File: config.mk
export PLATFORM = sky130hd
export DESIGN_NAME = idct_block_arbiter
export DESIGN_NICKNAME = d
export VERILOG_FILES = /design/src/rtl/idct_block_arbiter.sv
export SDC_FILE = /design/constraint.sdc
export NUM_CORES = 1
export LEC_CHECK = 0
export CORE_AREA = 4 4 310 312
export CTS_CLUSTER_DIAMETER = 60
export DETAILED_ROUTE_END_ITERATION = 16
export DIE_AREA = 0 0 314 316
export PLACE_DENSITY = 0.35
export REMOVE_ABC_BUFFERS = 1
export SLEW_MARGIN = 20
export SYNTH_ARGS = -nofsm -noshare
export SYNTH_HDL_FRONTEND = slang
export SYNTH_SLANG_ARGS = --single-unit
File: constraint.sdc
create_clock -name i_aclk -period 2.4 [get_ports i_aclk]
set_input_delay 0.48 -clock i_aclk [delete_from_list [all_inputs] [get_ports i_aclk]]
set_output_delay 0.48 -clock i_aclk [all_outputs]
set_load 0.05 [all_outputs]
File: src/rtl/idct_block_arbiter.sv
// Block-granular two-requester arbiter in front of a shared stream IDCT engine; an in-order
// tag FIFO routes returned blocks. Define IDCT_ARB_STRICT_PRIO_EN for strict requester-0 priority.
module idct_block_arbiter #(
    parameter int BEATS_PER_BLOCK = 8,
    parameter int MAX_OUTSTANDING = 4,
    parameter int DATA_W          = 128
) (
    input  logic                               i_aclk,
    input  logic                               i_aresetn,
    input  logic                               i_in0_t_valid,
    output logic                               o_in0_t_ready,
    input  logic [DATA_W-1:0]                  i_in0_t_data,
    input  logic                               i_in0_t_last,
    input  logic                               i_in1_t_valid,
    output logic                               o_in1_t_ready,
    input  logic [DATA_W-1:0]                  i_in1_t_data,
    input  logic                               i_in1_t_last,
    output logic                               o_eng_in_t_valid,
    input  logic                               i_eng_in_t_ready,
    output logic [DATA_W-1:0]                  o_eng_in_t_data,
    output logic                               o_eng_in_t_last,
    input  logic                               i_eng_out_t_valid,
    output logic                               o_eng_out_t_ready,
    input  logic [DATA_W-1:0]                  i_eng_out_t_data,
    output logic                               o_out0_t_valid,
    input  logic                               i_out0_t_ready,
    output logic [DATA_W-1:0]                  o_out0_t_data,
    output logic                               o_out0_t_last,
    output logic                               o_out1_t_valid,
    input  logic                               i_out1_t_ready,
    output logic [DATA_W-1:0]                  o_out1_t_data,
    output logic                               o_out1_t_last,
    output logic                               o_busy,
    output logic [$clog2(MAX_OUTSTANDING):0]   o_outstanding,
    output logic                               o_framing_err
);

    localparam int CNT_W = (BEATS_PER_BLOCK > 2) ? $clog2(BEATS_PER_BLOCK) : 1;
    localparam int PTR_W = $clog2(MAX_OUTSTANDING);
    localparam int OCC_W = PTR_W + 1;

    localparam logic [CNT_W-1:0] CNT_ZERO = {CNT_W{1'b0}};
    localparam logic [CNT_W-1:0] CNT_ONE  = CNT_W'(1);
    localparam logic [CNT_W-1:0] CNT_LAST = CNT_W'(BEATS_PER_BLOCK - 1);
    localparam logic [PTR_W-1:0] PTR_ZERO = {PTR_W{1'b0}};
    localparam logic [PTR_W-1:0] PTR_ONE  = PTR_W'(1);
    localparam logic [OCC_W-1:0] OCC_ZERO = {OCC_W{1'b0}};
    localparam logic [OCC_W-1:0] OCC_ONE  = OCC_W'(1);
    localparam logic [OCC_W-1:0] OCC_FULL = OCC_W'(MAX_OUTSTANDING);

    localparam logic [1:0] ST_IDLE   = 2'd0;
    localparam logic [1:0] ST_GRANT0 = 2'd1;
    localparam logic [1:0] ST_GRANT1 = 2'd2;

    logic [1:0]       r_state;
    logic [CNT_W-1:0] r_in_cnt;
    logic [CNT_W-1:0] r_out_cnt;
    logic [PTR_W-1:0] r_wr_ptr;
    logic [PTR_W-1:0] r_rd_ptr;
    logic [OCC_W-1:0] r_count;
    logic             r_tag_mem [MAX_OUTSTANDING];
    logic             r_framing_err;
`ifndef IDCT_ARB_STRICT_PRIO_EN
    logic             r_last_served;
`endif

    logic w_fifo_full;
    logic w_fifo_empty;
    logic w_grant;
    logic w_winner;
    logic w_src_last;
    logic w_in_final;
    logic w_in_hs;
    logic w_head;
    logic w_out_final;
    logic w_out_hs;
    logic w_pop;

    // Arbitration: a grant is only issued from IDLE with room for another tag.
    always_comb begin
        w_fifo_full  = (r_count == OCC_FULL);
        w_fifo_empty = (r_count == OCC_ZERO);
        w_grant      = (r_state == ST_IDLE) && !w_fifo_full && (i_in0_t_valid || i_in1_t_valid);
`ifdef IDCT_ARB_STRICT_PRIO_EN
        w_winner     = ~i_in0_t_valid;
`else
        // Requester 1 wins when alone, or on a tie when requester 0 was served last.
        w_winner     = i_in1_t_valid & ~(i_in0_t_valid & r_last_served);
`endif
    end

    // Input mux: the granted requester drives the engine, t_last regenerated from the beat count.
    always_comb begin
        o_eng_in_t_valid = 1'b0;
        o_eng_in_t_data  = {DATA_W{1'b0}};
        o_in0_t_ready    = 1'b0;
        o_in1_t_ready    = 1'b0;
        w_src_last       = 1'b0;
        case (r_state)
            ST_GRANT0: begin
                o_eng_in_t_valid = i_in0_t_valid;
                o_eng_in_t_data  = i_in0_t_data;
                o_in0_t_ready    = i_eng_in_t_ready;
                w_src_last       = i_in0_t_last;
            end
            ST_GRANT1: begin
                o_eng_in_t_valid = i_in1_t_valid;
                o_eng_in_t_data  = i_in1_t_data;
                o_in1_t_ready    = i_eng_in_t_ready;
                w_src_last       = i_in1_t_last;
            end
            default: begin
                o_eng_in_t_valid = 1'b0;
            end
        endcase
        w_in_final      = (r_in_cnt == CNT_LAST);
        o_eng_in_t_last = (r_state != ST_IDLE) && w_in_final;
        w_in_hs         = o_eng_in_t_valid & i_eng_in_t_ready;
    end

    // Output routing: the FIFO head tag selects the destination; nothing moves while it is empty.
    always_comb begin
        w_head            = r_tag_mem[r_rd_ptr];
        w_out_final       = (r_out_cnt == CNT_LAST);
        o_out0_t_valid    = i_eng_out_t_valid & ~w_fifo_empty & ~w_head;
        o_out1_t_valid    = i_eng_out_t_valid & ~w_fifo_empty & w_head;
        o_out0_t_data     = i_eng_out_t_data;
        o_out1_t_data     = i_eng_out_t_data;
        o_out0_t_last     = w_out_final & ~w_head;
        o_out1_t_last     = w_out_final & w_head;
        o_eng_out_t_ready = ~w_fifo_empty & (w_head ? i_out1_t_ready : i_out0_t_ready);
        w_out_hs          = i_eng_out_t_valid & o_eng_out_t_ready;
        w_pop             = w_out_hs & w_out_final;
    end

    // Input FSM, input beat counter, round-robin memory and sticky framing flag.
    always_ff @(posedge i_aclk) begin
        if (!i_aresetn) begin
            r_state       <= ST_IDLE;
            r_in_cnt      <= CNT_ZERO;
            r_framing_err <= 1'b0;
`ifndef IDCT_ARB_STRICT_PRIO_EN
            r_last_served <= 1'b1;
`endif
        end else begin
            case (r_state)
                ST_IDLE: begin
                    if (w_grant) begin
                        r_state <= w_winner ? ST_GRANT1 : ST_GRANT0;
                    end
                end
                ST_GRANT0, ST_GRANT1: begin
                    if (w_in_hs && w_in_final) begin
                        r_state <= ST_IDLE;
                    end
                end
                default: r_state <= ST_IDLE;
            endcase
            if (w_in_hs) begin
                r_in_cnt <= w_in_final ? CNT_ZERO : (r_in_cnt + CNT_ONE);
            end
`ifndef IDCT_ARB_STRICT_PRIO_EN
            if (w_in_hs && w_in_final) begin
                r_last_served <= (r_state == ST_GRANT1);
            end
`endif
            if (w_in_hs && (w_src_last != w_in_final)) begin
                r_framing_err <= 1'b1;
            end
        end
    end

    // Tag FIFO (push on grant, pop on final returned beat) and output beat counter.
    always_ff @(posedge i_aclk) begin
        if (!i_aresetn) begin
            r_wr_ptr  <= PTR_ZERO;
            r_rd_ptr  <= PTR_ZERO;
            r_count   <= OCC_ZERO;
            r_out_cnt <= CNT_ZERO;
            for (int i = 0; i < MAX_OUTSTANDING; i++) begin
                r_tag_mem[i] <= 1'b0;
            end
        end else begin
            if (w_grant) begin
                r_tag_mem[r_wr_ptr] <= w_winner;
                r_wr_ptr            <= r_wr_ptr + PTR_ONE;
            end
            if (w_pop) begin
                r_rd_ptr  <= r_rd_ptr + PTR_ONE;
                r_out_cnt <= CNT_ZERO;
            end else if (w_out_hs) begin
                r_out_cnt <= r_out_cnt + CNT_ONE;
            end
            case ({w_grant, w_pop})
                2'b10:   r_count <= r_count + OCC_ONE;
                2'b01:   r_count <= r_count - OCC_ONE;
                default: r_count <= r_count;
            endcase
        end
    end

    assign o_busy        = (r_state != ST_IDLE) | ~w_fifo_empty;
    assign o_outstanding = r_count;
    assign o_framing_err = r_framing_err;

endmodule

==> results.toml <==
[clock_tree]
insertion_delay_ps = 260
cts_tree = "built"
cts_buffer_depth = 2
h-tree-depth = 1
cts_buffers = 3
clkSinkCount = 23
ctsHoldBuffers = 0
cts_root_buffer = "clkbuf_16"
clkSlewWorstSetupHoldPaths_ps = 60

[synthesis]
synth_xor_area_share_pct = 0.7365
synth_cell_types = 42
synth_top_family_by_area = "buffers and inverters"
synth-simple-area-share_pct = 15.54
yosysSeqAreaShare_pct = 9.890
synth_area_leaders = "buf_4 (40%), a22oi_1 (21%), nor2_1 (11%)"
synth_fa_ha_area_share_pct = 2.525
synth_top_area_share_pct = 40.40
synthCells = 688
synth_enable_flop_cells = 1
async_flop_share_pct = 0
synth_compound_area_share_pct = 23.93
synth_mux_area_share_pct = 2.472
ys_seq_elements = 23
syn-cell-area_sq_mm = 0.004757
ys_warn_count = 0
synth_flop_cell = "dfxtp_1"
yosysTopAreaCell = "buf_4"
post_synth.cell_area_avg_sq_um = 6.914

[place]
place_hpwl_um = 79540
place.gp.congestion = 0.9052
io_buffers = 407

[global_route]
grt_max_degree = 56
grt_pass1_wl_um = 103100
antenna_found_initial = 4
grt_usage_pct = 17.00
first_global_vias = 6420
grt-ovfl-total = 0

[final_layout]
syn_to_final_growth_pct = 137.7
drive_gt1_share_pct = 42.04
post-route-util_pct = 12.15
num-fill-cells = 10740
final_nets = 1296

[pwr]
p_int_mw = 3.811
power.density_mw_per_mm2 = 707.6
clkPwrFrac_pct = 4.6
vdd_ir_drop_max_mv = 0.2636
p_sw_share_pct = 52.36
leakagePower_nw = 3.591
switchingPower_mw = 4.189
pwr-share-seq_pct = 6.4
power_frac_comb_pct = 89.0

[run_status]
violations = "negative setup slack"
status = "finished, violations left"

[drt]
wirelength_um = 92590
wire_per_inst_um = 43.09
vias = 6680
via_per_inst = 3.108
dr.pass1.iters = 4
drt_first_iter_violations = 478
drcViolationCount = 0
ant_nets = 0

[sta]
final_hold_viol_count = 0
fin_crit_ps = 2487
worst_slack_ps = -87.45
slew_viol_final = 0
relSlewSlack_pct = 45.68
skew_ps = 2.970
whs_ps = 483.6
setup_viol = 2
period_share_pct = 103.6
clock.fmax_ghz = 0.4020
worstMarginPinSlew_ps = 807.6
rsz0062_at_grt = "true"

[die]
fp.dieArea_sq_mm = 0.09922
fp-row-count = 112
die_w_um = 314
core_area_sq_mm = 0.09305
start_util_pct = 5.112
io_pins = 792
dieHeight_um = 316

[hold_path]
hold_class = "flip-flop to flip-flop"

[worst_setup_path]
path_class = "flip-flop to flip-flop"
end_kind = "flip-flop"
cp_max_fo = 2
worstPathArrival_ps = 2680
cp.required_ps = 2600
cp-start-kind = "flip-flop"

[run]
maxCapViolCount = 0
==> per-stage QoR <==
stage | worst slack (ps) | instance area [sq um] | total power, mW | instances | setup TNS (ps)
2_1_floorplan | -1947 | 2655 | 2.968 | 386 | -243990
3_3_place_gp | -341.8 | 9990 | 6.257 | 2113 | -377.0
3_5_place_dp | -278.7 | 9990 | 6.254 | 2113 | -309.7
4_1_cts | -96.95 | 10410 | 6.954 | 2124 | -1157
5_1_grt | -144.4 | 11300 | 8.448 | 2146 | -416.6
6_report | -87.45 | 11310 | 8.001 | 2149 | -103.7
==> critical path, stage by stage, from the launching register on <==
cell and delay (ps):
edfxtp_1 380, mux4_2 530, mux2_4 240, and3_4 190, ha_4 130, inv_2 40, fa_2 320, xor2_1 150
or3_1 320, a21oi_2 120
==> power by group through the flow <==
stage	combinational, mW	clock, mW	sequential (mW)
floorplan	2.42	0	0.551
global placement	5.75	0	0.505
detailed placement	5.74	0	0.512
CTS	6.07	0.382	0.504
global route	7.53	0.401	0.520
finish	7.12	0.367	0.510
==> path summary, 6_finish.rpt <==
path / from / endpoint / slack [ps] / cells past startpoint
setup reg to reg: r_tag_mem[3] / o_outstanding[2] / -90 / 9
hold reg to reg: r_in_cnt[0] / r_in_cnt[0] / 480 / 2
hold / removal: r_in_cnt[0] / r_in_cnt[0] / 480 / 2
setup / recovery: r_tag_mem[3] / o_outstanding[2] / -90 / 9
==> registers in the layout (all words and copies together) (netlist names), named ones only <==
register and flops:
r_last_served 1, o_outstanding 3, r_out_cnt 3, r_tag_mem 4
r_wr_ptr 2, r_rd_ptr 2, r_in_cnt 3, o_framing_err 1
r_state 2
==> area by class of cell <==
type	instances	area (sq um)	area share (%)
Antenna cell	3	7.507	0.06639
Clock buffer	3	75.07	0.6639
Clock inverter	1	5.005	0.04426
Inverter	9	38.79	0.3430
Multi-Input combinational cell	354	2714	24.00
Sequential cell	23	473.0	4.183
Tap cell	1254	1569	13.88
Timing Repair Buffer	502	6425	56.82
==> layout by cell type (no fill, tap or decap), types with 9 or more instances in the layout <==
master,count
nor2_1,79
o21ai_0,9
a22oi_2,59
buf_6,23
a22oi_1,71
dfxtp_1,20
clkdlybuf4s50_1,269
buf_4,67
clkbuf_16,16
nor2_2,53
buf_12,121
nor2_4,10
==> cells in the mapped netlist, types with 2 or more instances <==
cell type and count:
a21oi_1 10, a22oi_1 130, and2_1 4, buf_1 7
buf_4 256, clkbuf_1 38, dfxtp_1 22, ha_1 8
inv_1 8, mux2i_1 8, nand2_1 3, nand2b_1 2
nand3_1 3, nand4b_1 3, nor2_1 142, nor2b_1 2
nor3b_1 2, nor4b_1 2, o21a_1 2, o21ai_0 9
or3_1 4, xnor2_1 2, xor2_1 2
==> per-layer routing <==
metal | up-vias | track usage [%] | share of wire [%]
met4 | 24 | 4.276 | 3.1
li1 | 2523 | - | -
met5 | - | 11.32 | 1.7
met1 | 2913 | 10.91 | 24
met3 | 75 | 23.30 | 28
met2 | 1145 | 26.56 | 43
==> logic make-up after synthesis <==
logic type                 Yosys count
buffers and inverters              311
AOI/OAI and AO/OA                  158
and+or+nand+nor                    173
adders and majority gates            9
DFF                                 23
muxes                               10
xor gates and xnor gates             4
==> repair_timing <==
action                                  in CTS  in global routing
resized for setup                           69                121
pin swaps                                    5                 39
gates cloned                                 2                 14
endpoints found under the setup margin      58                 91
setup buffers                                5                 10
(Power assumes the default switching activity.)
